[src/rtl/inst_fetch_queue.sv]
// Two-in / one-out instruction buffer feeding the control-unit decoder.
// Splits the head instruction into opcode and jump-offset fields.
module inst_fetch_queue #(
    parameter int DEPTH = 8,
    parameter int IW    = 16,
    parameter int PW    = 16
) (
    input  logic                     clk,
    input  logic                     rst_n,
    input  logic                     flush_in,
    input  logic [1:0]               fetch_vld_in,
    input  logic [IW-1:0]            fetch_inst0_in,
    input  logic [IW-1:0]            fetch_inst1_in,
    input  logic [PW-1:0]            fetch_pc0_in,
    output logic                     fetch_rdy_out,
    input  logic                     dec_rdy_in,
    output logic                     dec_vld_out,
    output logic [3:0]               opco_out,
    output logic [1:0]               jmp_off_out,
    output logic [IW-1:0]            inst_out,
    output logic [PW-1:0]            pc_out,
    output logic [$clog2(DEPTH):0]   count_out
);

    localparam int AW = $clog2(DEPTH);
    localparam int CW = AW + 1;
    localparam int EW = IW + PW;

    logic [EW-1:0] mem [DEPTH];
    logic [AW-1:0] wr_ptr;
    logic [AW-1:0] wr_nxt;
    logic [AW-1:0] rd_ptr;
    logic [CW-1:0] count;
    logic [1:0]    n_push;
    logic          pop;
    logic [EW-1:0] head;
    logic [PW-1:0] pc1;

    // Readiness is based on the registered count only, never on a same-cycle pop.
    assign fetch_rdy_out = (count <= CW'(DEPTH - 2));
    assign dec_vld_out   = (count != '0);
    assign pop           = dec_vld_out && dec_rdy_in;
    assign wr_nxt        = wr_ptr + AW'(1);
    assign pc1           = fetch_pc0_in + PW'(1);
    assign head          = mem[rd_ptr];
    assign count_out     = count;

    always_comb begin
        n_push = 2'd0;
        if (fetch_rdy_out) begin
            unique case (fetch_vld_in)
                2'b01:   n_push = 2'd1;
                2'b11:   n_push = 2'd2;
                default: n_push = 2'd0;
            endcase
        end
    end

    // Empty queue presents an all-zero (NOP) head to the decoder.
    always_comb begin
        inst_out = '0;
        pc_out   = '0;
        if (dec_vld_out) begin
            inst_out = head[IW-1:0];
            pc_out   = head[EW-1:IW];
        end
    end

    assign opco_out    = inst_out[IW-1:IW-4];
    assign jmp_off_out = inst_out[IW-5:IW-6];

    always_ff @(posedge clk or negedge rst_n) begin
        if (!rst_n) begin
            wr_ptr <= '0;
            rd_ptr <= '0;
            count  <= '0;
        end else if (flush_in) begin
            wr_ptr <= '0;
            rd_ptr <= '0;
            count  <= '0;
        end else begin
            wr_ptr <= wr_ptr + AW'(n_push);
            rd_ptr <= rd_ptr + AW'(pop);
            count  <= count + CW'(n_push) - CW'(pop);
        end
    end

    always_ff @(posedge clk or negedge rst_n) begin
        if (!rst_n) begin
            for (int i = 0; i < DEPTH; i++) begin
                mem[i] <= '0;
            end
        end else if (!flush_in) begin
            if (n_push != 2'd0) begin
                mem[wr_ptr] <= {fetch_pc0_in, fetch_inst0_in};
            end
            if (n_push == 2'd2) begin
                mem[wr_nxt] <= {pc1, fetch_inst1_in};
            end
        end
    end

endmodule

[config.mk]
export PLATFORM = sky130hd
export DESIGN_NAME = inst_fetch_queue
export DESIGN_NICKNAME = d
export VERILOG_FILES = /design/src/rtl/inst_fetch_queue.sv
export SDC_FILE = /design/constraint.sdc
export NUM_CORES = 1
export LEC_CHECK = 0
export CORE_UTILIZATION = 45
export CTS_CLUSTER_DIAMETER = 40
export DETAILED_ROUTE_END_ITERATION = 7
export HOLD_SLACK_MARGIN = 0.08
export PLACE_DENSITY = 0.66
export SKIP_LAST_GASP = 1
export SLEW_MARGIN = 25
export SYNTH_ARGS = -nofsm -noshare
export SYNTH_HDL_FRONTEND = slang
export SYNTH_SLANG_ARGS = --single-unit
[constraint.sdc]
create_clock -name clk -period 2.25 [get_ports clk]
set_input_delay 0.225 -clock clk [delete_from_list [all_inputs] [get_ports clk]]
set_output_delay 0.225 -clock clk [all_outputs]
set_load 0.05 [all_outputs]
==> qor.yml <==
clock_path_buffers: 3
die_w_um: 183
pwr-share-comb: 0.472
slowest_delay_ns: 0.58
synth_cells: 1360
via_count: 13500
avgSynthCellArea_um2: 10.8
placed_cells: 1891
layout.nets: 1614
fmax_mhz: 380
numCtsBuffers: 44
hpwl_um: 32400
ioPinCount: 98
design_area_mm2: 0.0204
violations: "design-rule violations, negative setup slack"
layout_commonest_cell: "dfrtp_1"
pwr-share-seq: 0.277
die_h_um: 183
clock_skew_ns: 0.0263
synth_area_mm2: 0.0147
drc: 3
cp_cell_sequence: "buf_16 -> buf_6 -> mux4_2 -> mux2i_4 -> nor2_2 -> buf_6"
synth.top_cell.area_share: 0.452
vdd_drop_max_uv: 1500
cts_max_level: 2
cp-start-kind: "flop"
fin_crit_ns: 2.63
cp-end-kind: "output pin"
synthTopCellsByArea: "dfrtp_1 (45%), mux4_2 (9.8%), o22ai_1 (6.1%), a2bb2oi_1 (5.7%), nor2_1 (3.4%)"
p_clk_frac: 0.250
clk_pin_slew_worst_paths_ns: 0.06
p_int_mw: 17.2
clockRootBuffer: "clkbuf_16"
tightest_slew_ns: 0.772
routedWlPerCell_um: 27.4
cpMaxStageDelayCell: "dfrtp_4"
setup_viol: 70
wirelength_um: 55300
ys_ff_latch: 266
async_flop_share: 1.00
overflow: 0
area_delta_synth_final_pct: 38.6
layout_worst_path_cycle_share: 1.17
power.leakage_nw: 8.31
power.density_mw_per_mm2: 1380
p_sw_mw: 11.0
outcome: "finished with violations"
grt_usage: 0.322
synth_warnings: 0
final-max-slew-violation-count: 0
synth_edf_count: 0
fin_util: 0.640
ys_types: 68
grt_max_degree: 79
gp_congestion: 0.937
place_area_mm2: 0.0172
numClockSinks: 266
maxCapViolCount: 0
first_global_vias: 13700
critPathKind: "reg2out"
path_max_fanout: 7
start_util: 0.462
drt-pass1-iter-count: 8
rows: 65
layout-drive-gt1-share: 0.381
port-buffer-count: 97
crit_family: "multiplexers"
core_area_mm2: 0.0319
rsz0062_at_grt: "yes"
finalWorstSetupSlack_ns: -0.380
ys_seq_area_frac: 0.452
path_buf_inv: 3
grt_pass1_wl_um: 81900
worst_ep_arrival_time_ns: 2.41
antenna_found_initial: 0
syn-num-nets: 1428
clk_latency_ns: 0.55
final_cells: 2018
cts_tree: "done"
die_area_mm2: 0.0335
hold_viol: 0
crit_top_cell: "buf_6"
hold_class: "in2async"
drtAntennaViolNets: 0
slew_headroom: 0.483
avgViaCountPerCell: 6.70
yosysTopAreaCell: "dfrtp_1"
synth-main-ff-cell: "dfrtp_1"
drt_iter0_markers: 1817
final_cell_mix: "dfrtp_1 (260), buf_4 (148), nor2_1 (117)"
swShare: 0.390
cp.required_ns: 2.03
==> worst paths after layout <==
path	start	to	slack, ns	cells after the start
setup reg to reg	count_out[2]$_DFF_PN0_	mem[123]$_DFFE_PN0N_	-0.11	8
setup / recovery	rd_ptr[0]$_DFF_PN0_	pc_out[13]	-0.38	6
max in group asynchronous	rst_n	mem[214]$_DFFE_PN0N_	1.25	3
hold reg to reg	mem[186]$_DFFE_PN0N_	mem[186]$_DFFE_PN0N_	0.49	1
min in group clk	flush_in	mem[252]$_DFFE_PN0N_	0.30	3
hold / removal	rst_n	mem[47]$_DFFE_PN0N_	0.26	2
==> power groups by stage <==
stage	Sequential, mW	Clock (mW)	Combinational (mW)
detailed placement	7.72	0	11.1
finish	7.84	7.08	13.4
global placement	7.67	0	10.9
floorplan	7.47	0	8.03
global route	8.03	7.33	14.1
CTS	7.72	7.11	12.8
==> metal layers <==
metal / vias up / track usage / wire length [µm]
li1: 5637 / - / -
met1: 6788 / 0.427 / 21200
met2: 920 / 0.507 / 26100
met3: 170 / 0.0691 / 5840
met4: 0 / 0.148 / 2140
met5: - / 0 / 0
==> cells in the mapped netlist, drive strengths merged (2+ instances only) <==
master,count
nor3,31
o21a,2
a222oi,47
nor2b,10
fa,2
nor4,11
o22ai,143
a21oi,60
buf,85
or4,2
inv,68
o21ai,6
nand2,40
nor3b,2
a211oi,5
clkbuf,78
dfrtp,266
or3,5
xnor2,12
or2,7
xor2,6
mux2i,42
a221o,5
o22a,9
nor2,140
and3,4
ha,12
mux4,64
a221oi,24
nand4,7
o221a,23
nand2b,7
a2bb2oi,106
nand3,14
==> repair_timing <==
item,in CTS,in global routing
endpoints found under the hold margin,61,0
setup buffers,14,18
setup endpoints to repair,97,165
hold buffers,1,0
resized for setup,94,127
pin swaps,18,41
gates cloned,9,7
==> per-stage QoR <==
stage	setup slack [ns]	hold slack (ns)	power, mW	TNS [ns]
2_1_floorplan	-0.431	-0.0706	15.5	-4.51
3_3_place_gp	-0.186	0.229	18.6	-5.35
3_5_place_dp	-0.210	0.237	18.8	-9.51
4_1_cts	-0.362	0.266	27.7	-12.60
5_1_grt	-0.404	0.289	29.4	-15.66
6_report	-0.380	0.262	28.3	-12.18
==> flip-flops by register name, summed over array words and instances, names as in the netlist <==
register	cells
mem	256
count_out	4
rd_ptr	3
wr_ptr	3
==> worst reg2reg max path: stages, from the launching register on <==
cell and delay (ns):
dfrtp_2 0.42, ha_4 0.18, and3_4 0.18, or3_4 0.45
buf_6 0.14, nand2b_4 0.20, a21oi_4 0.30, clkbuf_16 0.25
o221a_1 0.18
==> cells by family (layout without fill, tap and decap cells) <==
logic type                 after synthesis  count (layout)  share of synthesized area
AOI/OAI and AO/OA                      439             439                      0.235
and+or+nand+nor                        285             285                     0.0947
DFF                                    266             266                      0.452
buffers and inverters                  232             454                     0.0683
muxes                                  106             106                      0.126
xor gates and xnor gates                18              18                     0.0112
adders and majority gates               14              14                     0.0129
other                                    0               1                          0
==> layout make-up <==
| class | instances | area (µm²) |
|---|---|---|
| fillers | 2436 | 11500 |
| multi-input cells | 862 | 8090 |
| flip-flops and latches | 266 | 6670 |
| repair buffers | 303 | 3310 |
| clock buffers | 46 | 1110 |
| well taps | 435 | 544 |
| clock inverters | 36 | 430 |
| inverters | 69 | 273 |
| diodes | 1 | 2.50 |
Note: power is estimated with default switching activity, not from simulation.
